<file path="src/rtl/fp_mul_pkg.sv">
// Shared types and constants for the sequential floating-point multiplier.
package fp_mul_pkg;

  typedef enum logic [1:0] {
    IDLE = 2'd0,
    MUL  = 2'd1,
    RND  = 2'd2
  } state_t;

  localparam int ST_ZERO    = 0;
  localparam int ST_INF     = 1;
  localparam int ST_INVALID = 2;
  localparam int ST_TINY    = 3;
  localparam int ST_HUGE    = 4;
  localparam int ST_INEXACT = 5;

  localparam logic [2:0] RND_NE   = 3'd0;
  localparam logic [2:0] RND_ZERO = 3'd1;

endpackage

</file>
<file path="src/rtl/fp_mul_round.sv">
// Normalize, round and pack a raw significand product into an IEEE-754 word plus status.
// Special-operand flags override the arithmetic result; denormals are flushed to zero.
module fp_mul_round
  import fp_mul_pkg::*;
#(
  parameter int sig_width = 23,
  parameter int exp_width = 8
) (
  input  logic [2*sig_width+1:0]       prod,
  input  logic signed [exp_width+1:0]  exp_sum,
  input  logic                         sign,
  input  logic [2:0]                   rnd,
  input  logic                         sp_zero,
  input  logic                         sp_inf,
  input  logic                         sp_invalid,
  output logic [sig_width+exp_width:0] z,
  output logic [7:0]                   status
);

  localparam int PW  = 2*sig_width+2;
  localparam int EW2 = exp_width+2;
  localparam logic signed [EW2-1:0] EXP_ONE  = signed'(EW2'(1));
  localparam logic signed [EW2-1:0] EXP_ZERO = signed'(EW2'(0));
  localparam logic signed [EW2-1:0] EXP_MAX  = signed'({2'b00, {exp_width{1'b1}}});
  localparam logic [exp_width-1:0]  EXP_ONES = {exp_width{1'b1}};

  logic [sig_width-1:0]    frac_s;
  logic [sig_width-1:0]    frac_out_s;
  logic                    guard_s;
  logic                    sticky_s;
  logic                    round_up_s;
  logic [sig_width+1:0]    sig_rnd_s;
  logic signed [EW2-1:0]   exp_s;
  logic signed [EW2-1:0]   exp_fin_s;

  // Normalize the product, pick the round increment and renormalize on carry-out.
  always_comb begin
    if (prod[PW-1]) begin
      frac_s   = prod[PW-2 -: sig_width];
      guard_s  = prod[sig_width];
      sticky_s = |prod[sig_width-1:0];
      exp_s    = exp_sum + EXP_ONE;
    end else begin
      frac_s   = prod[PW-3 -: sig_width];
      guard_s  = prod[sig_width-1];
      sticky_s = |prod[sig_width-2:0];
      exp_s    = exp_sum;
    end
    case (rnd)
      RND_ZERO: round_up_s = 1'b0;
      default:  round_up_s = guard_s & (sticky_s | frac_s[0]);
    endcase
    sig_rnd_s = {2'b01, frac_s} + {{(sig_width+1){1'b0}}, round_up_s};
    if (sig_rnd_s[sig_width+1]) begin
      frac_out_s = sig_rnd_s[sig_width:1];
      exp_fin_s  = exp_s + EXP_ONE;
    end else begin
      frac_out_s = sig_rnd_s[sig_width-1:0];
      exp_fin_s  = exp_s;
    end
  end

  // Select special, overflow, underflow or normal packing and the matching status.
  always_comb begin
    status = 8'h00;
    if (sp_invalid) begin
      z = {1'b0, EXP_ONES, {sig_width{1'b0}}};
      status[ST_INVALID] = 1'b1;
    end else if (sp_inf) begin
      z = {sign, EXP_ONES, {sig_width{1'b0}}};
      status[ST_INF] = 1'b1;
    end else if (sp_zero) begin
      z = {sign, {(exp_width+sig_width){1'b0}}};
      status[ST_ZERO] = 1'b1;
    end else if (exp_fin_s >= EXP_MAX) begin
      z = {sign, EXP_ONES, {sig_width{1'b0}}};
      status[ST_INF]     = 1'b1;
      status[ST_HUGE]    = 1'b1;
      status[ST_INEXACT] = 1'b1;
    end else if (exp_fin_s <= EXP_ZERO) begin
      z = {sign, {(exp_width+sig_width){1'b0}}};
      status[ST_ZERO]    = 1'b1;
      status[ST_TINY]    = 1'b1;
      status[ST_INEXACT] = 1'b1;
    end else begin
      z = {sign, exp_fin_s[exp_width-1:0], frac_out_s};
      status[ST_INEXACT] = guard_s | sticky_s;
    end
  end

endmodule

</file>
<file path="src/rtl/fp_mul_seq.sv">
// Sequential shift-add IEEE-754 multiplier with fixed latency and a start/done handshake.
// Build option FP_MUL_SEQ_RND_EN honors inst_rnd; without it rounding is always to nearest even.
module fp_mul_seq
  import fp_mul_pkg::*;
#(
  parameter int sig_width = 23,
  parameter int exp_width = 8
) (
  input  logic                         clk,
  input  logic                         reset,
  input  logic                         start,
  input  logic [sig_width+exp_width:0] inst_a,
  input  logic [sig_width+exp_width:0] inst_b,
  input  logic [2:0]                   inst_rnd,
  output logic [sig_width+exp_width:0] z_inst,
  output logic [7:0]                   status_inst,
  output logic                         busy,
  output logic                         done
);

  localparam int PW    = 2*sig_width+2;
  localparam int EW2   = exp_width+2;
  localparam int CNT_W = $clog2(sig_width+1);
  localparam logic [CNT_W-1:0]      CNT_LAST = CNT_W'(sig_width);
  localparam logic [CNT_W-1:0]      CNT_ONE  = CNT_W'(1);
  localparam logic [exp_width-1:0]  EXP_ONES = {exp_width{1'b1}};
  localparam logic signed [EW2-1:0] BIAS     = signed'(EW2'((1 << (exp_width-1)) - 1));

  state_t state_r, state_nxt_s;
  logic load_s, step_s, rnd_cyc_s;

  logic                        sign_r;
  logic signed [EW2-1:0]       exp_sum_r, exp_sum_s;
  logic [sig_width:0]          mcand_r, mplier_r;
  logic [PW-1:0]               acc_r, acc_nxt_s;
  logic [sig_width+1:0]        add_s, sum_s;
  logic [CNT_W-1:0]            cnt_r;
  logic                        sp_zero_r, sp_inf_r, sp_invalid_r;
  logic                        a_zero_s, a_inf_s, b_zero_s, b_inf_s;
  logic [exp_width-1:0]        ea_s, eb_s;
  logic [2:0]                  rnd_eff_s;
  logic [sig_width+exp_width:0] z_s, z_r;
  logic [7:0]                  status_s, status_r;
  logic                        busy_r, done_r;

  assign ea_s      = inst_a[sig_width+exp_width-1:sig_width];
  assign eb_s      = inst_b[sig_width+exp_width-1:sig_width];
  assign a_zero_s  = (ea_s == {exp_width{1'b0}});
  assign b_zero_s  = (eb_s == {exp_width{1'b0}});
  assign a_inf_s   = (ea_s == EXP_ONES);
  assign b_inf_s   = (eb_s == EXP_ONES);
  assign exp_sum_s = signed'({2'b00, ea_s}) + signed'({2'b00, eb_s}) - BIAS;

  // One shift-add step: conditionally add the multiplicand into the upper half, then shift right.
  assign add_s     = mplier_r[0] ? {1'b0, mcand_r} : {(sig_width+2){1'b0}};
  assign sum_s     = {1'b0, acc_r[PW-1:sig_width+1]} + add_s;
  assign acc_nxt_s = {sum_s, acc_r[sig_width:1]};

  // State register.
  always_ff @(posedge clk or posedge reset) begin
    if (reset) state_r <= IDLE;
    else       state_r <= state_nxt_s;
  end

  // Next-state logic; start outside IDLE is simply not looked at.
  always_comb begin
    state_nxt_s = state_r;
    case (state_r)
      IDLE:    if (start) state_nxt_s = MUL; else state_nxt_s = IDLE;
      MUL:     if (cnt_r == CNT_LAST) state_nxt_s = RND; else state_nxt_s = MUL;
      RND:     state_nxt_s = IDLE;
      default: state_nxt_s = IDLE;
    endcase
  end

  // Datapath control strobes decoded from the current state.
  always_comb begin
    load_s    = 1'b0;
    step_s    = 1'b0;
    rnd_cyc_s = 1'b0;
    case (state_r)
      IDLE:    load_s    = start;
      MUL:     step_s    = 1'b1;
      RND:     rnd_cyc_s = 1'b1;
      default: load_s    = 1'b0;
    endcase
  end

  // Operand capture, special-case classification and the multiply iteration.
  always_ff @(posedge clk or posedge reset) begin
    if (reset) begin
      sign_r       <= 1'b0;
      exp_sum_r    <= '0;
      mcand_r      <= '0;
      mplier_r     <= '0;
      acc_r        <= '0;
      cnt_r        <= '0;
      sp_zero_r    <= 1'b0;
      sp_inf_r     <= 1'b0;
      sp_invalid_r <= 1'b0;
    end else if (load_s) begin
      sign_r       <= inst_a[sig_width+exp_width] ^ inst_b[sig_width+exp_width];
      exp_sum_r    <= exp_sum_s;
      mcand_r      <= {1'b1, inst_a[sig_width-1:0]};
      mplier_r     <= {1'b1, inst_b[sig_width-1:0]};
      acc_r        <= '0;
      cnt_r        <= '0;
      sp_invalid_r <= (a_zero_s & b_inf_s) | (a_inf_s & b_zero_s);
      sp_inf_r     <= a_inf_s | b_inf_s;
      sp_zero_r    <= a_zero_s | b_zero_s;
    end else if (step_s) begin
      acc_r        <= acc_nxt_s;
      mplier_r     <= {1'b0, mplier_r[sig_width:1]};
      cnt_r        <= cnt_r + CNT_ONE;
    end
  end

`ifdef FP_MUL_SEQ_RND_EN
  logic [2:0] rnd_r;

  // Round mode is captured with the operands so later bus changes cannot affect it.
  always_ff @(posedge clk or posedge reset) begin
    if (reset)       rnd_r <= RND_NE;
    else if (load_s) rnd_r <= inst_rnd;
  end

  assign rnd_eff_s = rnd_r;
`else
  logic [2:0] unused_rnd_s;
  assign unused_rnd_s = inst_rnd;
  assign rnd_eff_s    = RND_NE;
`endif

  fp_mul_round #(
    .sig_width (sig_width),
    .exp_width (exp_width)
  ) u_round (
    .prod       (acc_r),
    .exp_sum    (exp_sum_r),
    .sign       (sign_r),
    .rnd        (rnd_eff_s),
    .sp_zero    (sp_zero_r),
    .sp_inf     (sp_inf_r),
    .sp_invalid (sp_invalid_r),
    .z          (z_s),
    .status     (status_s)
  );

  // Registered result and handshake; the result holds until the next RND cycle.
  always_ff @(posedge clk or posedge reset) begin
    if (reset) begin
      busy_r   <= 1'b0;
      done_r   <= 1'b0;
      z_r      <= '0;
      status_r <= 8'h00;
    end else begin
      busy_r <= (state_nxt_s != IDLE);
      done_r <= rnd_cyc_s;
      if (rnd_cyc_s) begin
        z_r      <= z_s;
        status_r <= status_s;
      end
    end
  end

  assign busy        = busy_r;
  assign done        = done_r;
  assign z_inst      = z_r;
  assign status_inst = status_r;

endmodule
</file>
<file path="config.mk">
export PLATFORM = sky130hd
export DESIGN_NAME = fp_mul_seq
export DESIGN_NICKNAME = d
export VERILOG_FILES = /design/src/rtl/fp_mul_pkg.sv /design/src/rtl/fp_mul_round.sv /design/src/rtl/fp_mul_seq.sv
export SDC_FILE = /design/constraint.sdc
export NUM_CORES = 1
export LEC_CHECK = 0
export ABC_AREA = 1
export ABC_CLOCK_PERIOD_IN_PS = 12340
export BUFFER_PORTS_ARGS = -buffer_cell sky130_fd_sc_hd__buf_4
export CORE_AREA = 5 5 156 128
export DETAILED_ROUTE_END_ITERATION = 6
export DIE_AREA = 0 0 161 133
export PLACE_DENSITY_LB_ADDON = 0.3
export SYNTH_ARGS = -nofsm -noshare
export SYNTH_HDL_FRONTEND = slang
export SYNTH_SLANG_ARGS = --single-unit
export TNS_END_PERCENT = 50
</file>
<file path="constraint.sdc">
create_clock -name clk -period 12.34 [get_ports clk]
set_input_delay 1.851 -clock clk [delete_from_list [all_inputs] [get_ports clk]]
set_output_delay 1.851 -clock clk [all_outputs]
set_load 0.01 [all_outputs]
</file>
==> impl_metrics.ini, run 1 <==
[place]
dp_hpwl_mm = 17.2
portBuffers = 106
routabilityCongestion = 0.916

[timing]
skew_ns = 0.0127
tightest_slew_ns = 1.07
whs_ns = 0.469
slew_violations = 0
timing_hold_violations_final = 0
clock.fmax_mhz = 262
min_period_ns = 3.81
grt_setup_unrepaired = no
slew_headroom_pct = 28.9
fin_crit_sh_pct = 30.9
finalSetupViolCount = 0
tns_ns = 0

[power]
leakagePower_nw = 5.95
pwr-share-comb_pct = 44.3
p_sw_mw = 1.04
peakVddDrop_v = 0.000119
clockPowerShare_pct = 21.4
swShare_pct = 43.0
p_int_mw = 1.38
powerDensity_nw_per_um2 = 212
p_seq_share_pct = 34.3

[clock_network]
cts.sinks = 157
cts_made_buffers = 17
insertion_delay_ns = 0.43
htree_levels = 4
cts_tree = done
cts_resized = 0
cts_root_buffer = clkbuf_16
clk_pin_slew_worst_paths_ns = 0.06
ctsHoldBuffers = 0
post_cts_buffers = 0
clk_path_buf_depth = 2

[yosys]
synth-edff-count = 0
ys_ff_latch = 157
synth_cells = 1367
netlist_area_um2 = 9880
ys_seq_area_share_pct = 39.7
yosysWarnings = 0
synth-main-ff-cell = dfrtp_1
synth_top_area_share_pct = 39.7
synth.largest_area_cell = dfrtp_1
synth_area_per_cell_um2 = 7.23
ys_async_sr_fraction_pct = 100
synth.distinct_cells = 46
synthTopCellsByArea = dfrtp_1 40%, nand2_1 17%, inv_1 7.0%, ha_1 5.4%, o21ai_0 4.1%

[global_routing]
grt_pass1_wl_mm = 39.2
grt_pass1_vias = 8159
grt_use_total_pct = 21.9
antenna_found_initial = 0
overflow = 0
grt_max_degree = 86

[layout]
finalNetCount = 1569
final_cell_mix = 447 x nand2_1, 184 x inv_1, 157 x dfrtp_1
drive_above_1_share_pct = 14.1
diodes = 0
syn2layout_area_growth_pct = 15.3
layout_commonest_cell = nand2_1

[critical_path]
worstPathRequired_ns = 12.68
critPathLaunchType = flop
critPathCaptureType = flop
cp_slowest_cell = dfrtp_1
rr_worst_depth = 18
cp_max_fo = 25
slowest_delay_ns = 0.85
crit_top_cell = nand2_1
worst-endpoint-arrival_ns = 4.16
crit_type = flop to flop
path_cells = nand2_1 -> inv_1 -> ha_1 -> fa_1 -> nand2_1 -> nand3_1 -> o21ai_0 -> o21ai_0 -> a21oi_1 -> o21ai_0 -> nand3_1 -> nand2_1 -> nand2_1 -> nand2_1 -> nand2_1 -> nand3_1 -> nand2_1 -> o21ai_0

[drt]
drcViolationCount = 0
wl_per_cell_um = 13.5
dr.first_iter.drc_count = 819
routed_wirelength_mm = 23.1
first_pass_iters = 5
via_count = 8825
antenna_left = 0
viasPerCell = 5.19

[floorplanning]
io_pins = 112
die_area_um2 = 21400
start_util_pct = 53.5
die_h_um = 133
core_area_um2 = 18500
fp.dieW_um = 161
core.rowCount = 45

[worst_hold_path]
hold_class = flop to flop
hold_depth = 1

[run]
maxCapViolations = 0

[run_status]
status = finished, final reports clean
==> routing by layer <==
| metal | GRT usage [%] | wire length [um] |
|---|---|---|
| met5 | 0 | 0 |
| met4 | 5.02 | 211 |
| met3 | 4.30 | 1220 |
| met2 | 31.7 | 9760 |
| met1 | 33.8 | 11900 |
==> metrics by stage <==
step                cells  area, um2  util (%)  power, mW  worst slack (ns)
floorplan            1368       9890         -       1.63              6.25
global placement     1670      10800      58.6       1.85              8.32
detailed placement   1670      10800      58.6       1.89              8.29
CTS                  1702      11400      61.7       2.42              8.53
global route         1702      11400      61.7       2.63              8.14
finish               1702      11400      61.7       2.42              8.53
==> synthesized netlist by cell type, types with 11 or more instances <==
master and n:
nand2_1 447, inv_1 185, dfrtp_1 157, nor2_1 85, o21ai_0 81, nand3_1 58, a21oi_1 44, ha_1 43
o22ai_1 34, clkbuf_1 33, nand4_1 29, xor2_1 20, or2_2 15, o21ai_2 14, o221ai_1 11
==> flip-flops by register name, summed over array words and instances (netlist names) <==
name	cells
acc_r	48
z_inst	32
mcand_r	24
mplier_r	24
exp_sum_r	10
status_inst	6
cnt_r	5
state_r	2
busy	1
done	1
sign_r	1
sp_inf_r	1
sp_invalid_r	1
sp_zero_r	1
==> power by group through the flow <==
stage	clock network, mW	registers [mW]	logic, mW
floorplan	0	0.793	0.833
finish	0.518	0.831	1.07
detailed placement	0	0.835	1.06
global placement	0	0.827	1.03
CTS	0.527	0.828	1.07
global route	0.552	0.854	1.23
==> final timing paths <==
path	from	to	slack [ns]
min in group asynchronous	reset	z_inst[13]	1.53
min	mcand_r[23]	mcand_r[23]	0.47
max in group asynchronous	reset	exp_sum_r[0]	9.27
max	mplier_r[0]	acc_r[47]	8.53
min reg2reg	mcand_r[23]	mcand_r[23]	0.47
max reg2reg	mplier_r[0]	acc_r[47]	8.53
==> logic make-up after synthesis <==
group           after synthesis  share of synthesized area, %
fa+ha+maj                    45                          5.85
compound gates              219                          13.3
other cells                   1                        0.0379
buf+inv                     241                          9.81
flops                       157                          39.7
simple gates                682                          29.3
xor+xnor                     22                          1.95
==> critical path, delay by kind of cell, from the launching register on <==
| kind | cells | cell delay (ns) |
|---|---|---|
| flops | 1 | 0.85 |
| compound gates | 5 | 1.53 |
| buf+inv | 1 | 0.09 |
| simple gates | 10 | 0.87 |
| fa+ha+maj | 2 | 0.40 |
==> layout make-up <==
| type | instances | area, um2 |
|---|---|---|
| fillers | 1668 | 7070 |
| clock inverters | 13 | 141 |
| inverters | 194 | 738 |
| multi-input cells | 970 | 5000 |
| well taps | 235 | 294 |
| clock buffers | 19 | 443 |
| repair buffers | 114 | 856 |
| flip-flops and latches | 157 | 3930 |
No activity file was read; power rests on OpenSTA's default activity.
==> inputs of run 2 (changes only) <==
--- a/config.mk
+++ b/config.mk
@@ -5,12 +5,12 @@
 export SDC_FILE = /design/constraint.sdc
 export NUM_CORES = 1
 export LEC_CHECK = 0
-export ABC_AREA = 1
-export ABC_CLOCK_PERIOD_IN_PS = 12340
+export ABC_AREA = 0
+export ABC_CLOCK_PERIOD_IN_PS = 3550
 export BUFFER_PORTS_ARGS = -buffer_cell sky130_fd_sc_hd__buf_4
-export CORE_AREA = 5 5 156 128
+export CORE_AREA = 5 5 154 126
 export DETAILED_ROUTE_END_ITERATION = 6
-export DIE_AREA = 0 0 161 133
+export DIE_AREA = 0 0 159 131
 export PLACE_DENSITY_LB_ADDON = 0.3
 export SYNTH_ARGS = -nofsm -noshare
 export SYNTH_HDL_FRONTEND = slang
==> constraint.sdc (replaced) <==
create_clock -name clk -period 3.55 [get_ports clk]
set_input_delay 0.5325 -clock clk [delete_from_list [all_inputs] [get_ports clk]]
set_output_delay 0.5325 -clock clk [all_outputs]
set_load 0.01 [all_outputs]
==> run 2 against run 1 <==
Compared with the run above: cell count down 17%; sequential share of layout area about the same; first-iteration DRC count down 19%; hold slack worse by 0.45 ns; routed wire length up 2.6%; setup slack worse by 8.4 ns; final area about the same; clock skew down 0.0055 ns; power rose to 3.4 times the previous value; clock power rose to 3.4 times the previous value; die area down 2.7%; synthesized area down 3.4%.
==> impl_metrics.ini, run 2 <==
[run_status]
status = finished, final reports clean

[yosys]
ys_async_sr_fraction_pct = 100
synth-edff-count = 0
synth_most_common_cell = nand2_1
netlist_area_um2 = 9550
synthTopCellsByArea = dfrtp_1 41%, nand2_1 7.1%, ha_1 5.6%, o21ai_0 4.3%, a22o_1 3.3%
synth-main-ff-cell = dfrtp_1
synth.distinct_cells = 75
synth_area_per_cell_um2 = 8.99
synth.largest_area_cell = dfrtp_1
ys_ff_latch = 157
synth_cells = 1062
ys_seq_area_share_pct = 41.2
synth_top_area_share_pct = 41.2
yosysWarnings = 0
synthTopCellsByCount = 180 x nand2_1, 157 x dfrtp_1, 82 x o21ai_0, 52 x nor2_1, 51 x clkbuf_1

[global_routing]
met3_usage_pct = 5.61
grt_pass1_wl_mm = 39.7
use_met1_pct = 35.6
grt_pass1_vias = 7901
met2_usage_pct = 32.8
antenna_found_initial = 0
grt_use_total_pct = 23.0
grt_max_degree = 72
overflow = 0
gr-max-usage-layer = met1

[clock_network]
insertion_delay_ns = 0.44
cts.sinks = 157
htree_levels = 4
cts_made_buffers = 17
ctsHoldBuffers = 0
cts_tree = done
cts_root_buffer = clkbuf_16
clk_path_buf_depth = 2
clk_pin_slew_worst_paths_ns = 0.07

[timing]
whs_ns = 0.0163
fin_crit_sh_pct = 97.3
min_period_ns = 3.45
slew_headroom_pct = 35.7
skew_ns = 0.00720
finalSetupViolCount = 0
tightest_slew_ns = 0.961
clock.fmax_mhz = 290
timing_hold_violations_final = 0
slew_violations = 0

[critical_path]
path_cells = buf_4 -> mux2_2 -> ha_1 -> nand3_2 -> nor4_4 -> nand4_1 -> buf_4 -> nor4b_4 -> xor2_1 -> or4_4 -> nor4b_2 -> buf_12 -> a32o_1
regToRegStartpoint = acc_r[47]
cp_slowest_cell = or4_4
worstPathRequired_ns = 3.87
rr_worst_depth = 13
crit_type = flop to flop
worst-endpoint-arrival_ns = 3.77
r2r_slack_ns = 0.1
r2r-end = z_inst[0]
slowest_delay_ns = 0.60
cp_max_fo = 16
critPathLaunchType = flop
crit_top_cell = buf_4
critPathCaptureType = flop

[power]
powerDensity_nw_per_um2 = 731
leakagePower_nw = 5.28
peakVddDrop_v = 0.000409
power_mw = 8.33

[drt]
drcViolationCount = 0
first_pass_iters = 5
viasPerCell = 5.81
dr.first_iter.drc_count = 667
routed_wirelength_mm = 23.7
via_count = 8230
antenna_left = 0
wl_per_cell_um = 16.7

[layout]
largest_register = acc_r
drive_above_1_share_pct = 18.1
fillCellCount = 1487
largest_register_ffs = 48
diodes = 0
layout_commonest_cell = nand2_1
final_cell_mix = 180 x nand2_1, 157 x buf_4, 156 x dfrtp_1
finalNetCount = 1290
syn2layout_area_growth_pct = 19.3

[floorplanning]
start_util_pct = 53.7
core.rowCount = 44
die_h_um = 131
die_area_um2 = 20800
core_area_um2 = 17800
io_pins = 112
fp.dieW_um = 159

[place]
routabilityCongestion = 0.931
dp_hpwl_mm = 17.5
portBuffers = 106

[run]
maxCapViolations = 0

[worst_hold_path]
hold_class = primary input to async pin
==> run 2: changes by cell type after synthesis, sizes merged, moves of 13 or more <==
cell and delta:
o21ai -18, nor2 -45, inv -163, nand3 -35, a22o +36, and2 +33
a32o +13, o22ai -27, a22oi +21, or2 -15, xnor2 +32, mux2i +15
nand2 -277, clkbuf +18
==> run 2: how the worst max path moves through the flow <==
stage,start,endpoint
after floorplan,acc_r[47],z_inst[16]
after global placement,acc_r[47],z_inst[22]
after detailed placement,acc_r[47],z_inst[22]
after CTS,acc_r[47],z_inst[4]
after global routing,acc_r[47],z_inst[0]
final,acc_r[47],z_inst[0]
==> run 2: cell families (layout without fill, tap and decap cells) <==
family	Yosys count	count (layout)	share of synthesized area, %
buffers and inverters	96	220	4.09
other	1	2	0.0393
XOR/XNOR	63	63	5.78
adder cells (fa/ha/maj)	45	45	6.06
AND/OR/NAND/NOR	398	398	20.7
flip-flops	157	157	41.2
multiplexers	19	19	2.08
AO/OA/AOI/OAI	283	283	20.1
==> run 2: layout make-up <==
class / instances / area, um2 / area share [%]
Clock inverter: 12 / 115 / 1.01
Multi-Input combinational cell: 810 / 5260 / 46.2
Tap cell: 230 / 288 / 2.53
Sequential cell: 157 / 3930 / 34.5
Timing Repair Buffer: 161 / 1250 / 11.0
Clock buffer: 19 / 433 / 3.80
Inverter: 28 / 109 / 0.956
==> run 2: where the power goes <==
part / switching (mW) / internal, mW / total, mW
sequential: 0.516 / 2.38 / 2.90
combinational: 2.08 / 1.61 / 3.69
clock: 0.774 / 0.969 / 1.74
==> run 2: timing repair <==
action,4_1_cts,5_1_grt
endpoints found under the setup margin,16,33
pin swaps,1,3
gates resized for setup,2,8
setup buffers,1,1
==> run 2: through the flow <==
stage               setup WS (ns)  area, um2  utilization, %  std cells  setup TNS (ns)
floorplan                   -1.09       9550               -       1063          -31.26
global placement           0.0210      10800            60.7       1384               0
detailed placement        -0.0612      10800            60.7       1384          -0.237
CTS                        0.0512      11300            63.8       1416               0
global route             -0.00541      11400            64.1       1417        -0.00541
finish                     0.0968      11400            64.1       1417               0
==> run 2: per-layer routing <==
| layer | share of wire, % | wire (um) |
|---|---|---|
| met5 | 0 | 0 |
| met4 | 0.89 | 211 |
| met3 | 7.4 | 1760 |
| met2 | 41 | 9750 |
| met1 | 50 | 11900 |
==> run 2: critical path: cells and delay by family, from the launching register on <==
family | cells | cell delay (ns)
adders and majority gates | 1 | 0.19
and+or+nand+nor | 6 | 1.67
buffers and inverters | 3 | 0.47
muxes | 1 | 0.22
AOI/OAI and AO/OA | 1 | 0.25
DFF | 1 | 0.41
xor gates and xnor gates | 1 | 0.13
==> inputs of run 3 (changes only) <==
--- a/config.mk
+++ b/config.mk
@@ -9,6 +9,7 @@
 export ABC_CLOCK_PERIOD_IN_PS = 3550
 export BUFFER_PORTS_ARGS = -buffer_cell sky130_fd_sc_hd__buf_4
 export CORE_AREA = 5 5 154 126
+export CTS_BUF_LIST = sky130_fd_sc_hd__clkbuf_4 sky130_fd_sc_hd__clkbuf_8 sky130_fd_sc_hd__clkbuf_16
 export DETAILED_ROUTE_END_ITERATION = 6
 export DIE_AREA = 0 0 159 131
 export PLACE_DENSITY_LB_ADDON = 0.3
==> run 3 against run 2 <==
Compared with the run above: first-iteration DRC count rose by 17%; routed wire length barely moved; die area did not move; power rose by 0.19%; largest cell class unchanged; largest power group unchanged; highest routed layer unchanged.
==> impl_metrics.ini, run 3 (synthesis results as in run 2) <==
[timing]
setup_ws_ns = 0.113
clock.fmax_mhz = 291
tightest_slew_ns = 1.02
fin_crit_sh_pct = 96.8
slew_headroom_pct = 31.5
slew_violations = 0
finalSetupViolCount = 0
skew_ns = 0.00600
min_period_ns = 3.44
timing_hold_violations_final = 0

[critical_path]
worst-endpoint-arrival_ns = 3.76
rr_worst_depth = 13
critPathLaunchType = flop
path_cells = buf_4 -> mux2_2 -> ha_1 -> nand3_2 -> nor4_4 -> nand4_1 -> buf_4 -> nor4b_4 -> xor2_1 -> or4_4 -> nor4b_2 -> buf_12 -> a32o_1
r2r_slack_ns = 0.11
cp_slowest_cell = or4_4
regToRegStartpoint = acc_r[47]
cp-startpoint = acc_r[47]
worstSetupEndpoint = z_inst[0]
critPathCaptureType = flop
r2r-end = z_inst[0]
crit_family = simple AND/OR/NAND/NOR gates
cp.buffers_inverters = 3
worstPathRequired_ns = 3.87
crit_type = flop to flop
crit_cells = 13
crit_top_cell = buf_4
cp_max_fo = 16
slowest_delay_ns = 0.60

[floorplanning]
start_util_pct = 53.7
core_area_um2 = 17800
core.rowCount = 44
die_h_um = 131
fp.dieW_um = 159
io_pins = 112
die_area_um2 = 20800

[layout]
fillCellCount = 1490
diodes = 0
final_cells = 1417
syn2layout_area_growth_pct = 19.4
finalNetCount = 1290
largest_register_ffs = 48
layout_commonest_cell = nand2_1
largest_register = acc_r
final_core_util_pct = 64.1
drive_above_1_share_pct = 18.3
final_cell_mix = 180 x nand2_1, 157 x buf_4, 156 x dfrtp_1

[place]
pre_cts_ws_ns = -0.0612
dp_hpwl_mm = 17.5
routabilityCongestion = 0.931
portBuffers = 106
post-place-cells = 1384

[power]
leakagePower_nw = 5.28
powerDensity_nw_per_um2 = 732
peakVddDrop_v = 0.000410

[clock_network]
cts.sinks = 157
cts_made_buffers = 17
htree_levels = 4
clk_path_buf_depth = 2
cts_root_buffer = clkbuf_16
insertion_delay_ns = 0.44
cts_tree = done
ctsHoldBuffers = 0
clk_pin_slew_worst_paths_ns = 0.06

[global_routing]
overflow = 0
grt_use_total_pct = 23.1
antenna_found_initial = 0
grt_pass1_vias = 7913
grt_max_degree = 72
grt_pass1_wl_mm = 39.8

[drt]
dr.first_iter.drc_count = 779
first_pass_iters = 5
via_count = 8224
antenna_left = 0
met2_length_mm = 9.77
top_layer_used = met4
routed_wirelength_mm = 23.6
wl_per_cell_um = 16.7
wl_met3_mm = 1.82
wl_met1_mm = 11.8
viasPerCell = 5.80
drcViolationCount = 0

[run]
maxCapViolations = 0

[run_status]
status = finished, final reports clean

[worst_hold_path]
hold_class = primary input to async pin
## run 3: cell types whose count changed in the layout (fill, tap and decap cells not counted)
cell      previous run  this run
clkbuf_1             2         0
clkbuf_4             0         2
## run 3: report_power, final
| part | switching (mW) | leakage (nW) | internal [mW] |
|---|---|---|---|
| Sequential | 0.518 | 2.04 | 2.38 |
| Clock | 0.772 | 0.273 | 0.984 |
| Combinational | 2.08 | 2.97 | 1.61 |
| Total | 3.37 | 5.28 | 4.98 |
## run 3: timing repair
item                       in CTS  in global routing
setup endpoints to repair      16                 33
gates resized for setup         2                  8
setup buffers                   1                  1
pin swaps                       1                  3
## run 3: area by class of cell
cell class	count	area [um2]	share of cell area (%)
clock buffer	19	440	3.86
clock inverter	12	115	1.01
inverter	28	109	0.955
multi-input combinational	810	5260	46.2
sequential	157	3930	34.5
tap	230	288	2.52
timing repair buffer	161	1250	11.0
## run 3: how the worst min path moves through the flow
stage	start	to	slack, ns
CTS	reset	mplier_r[13]	0.003
floorplan	mcand_r[23]	mcand_r[23]	0.43
finish	reset	mplier_r[13]	0.01
global placement	mcand_r[23]	mcand_r[23]	0.45
global route	reset	mplier_r[13]	0.004
detailed placement	mcand_r[19]	mcand_r[19]	0.46
## run 3: layer usage
| layer | vias to the layer above | global-route usage, % |
|---|---|---|
| li1 | 4044 | - |
| met1 | 3896 | 35.7 |
| met2 | 264 | 32.9 |
| met3 | 20 | 5.55 |
| met4 | 0 | 4.81 |
| met5 | - | 0 |
## run 3: per-stage QoR
stage | TNS, ns | instance area [um2] | total power [mW] | hold WS [ns]
after floorplan | -31.26 | 9550 | 5.43 | 0.426
after global placement | 0 | 10800 | 6.43 | 0.446
after detailed placement | -0.237 | 10800 | 6.53 | 0.459
after CTS | 0 | 11400 | 8.31 | 0.00259
after global routing | -0.00541 | 11400 | 8.96 | 0.00391
final | 0 | 11400 | 8.35 | 0.0146
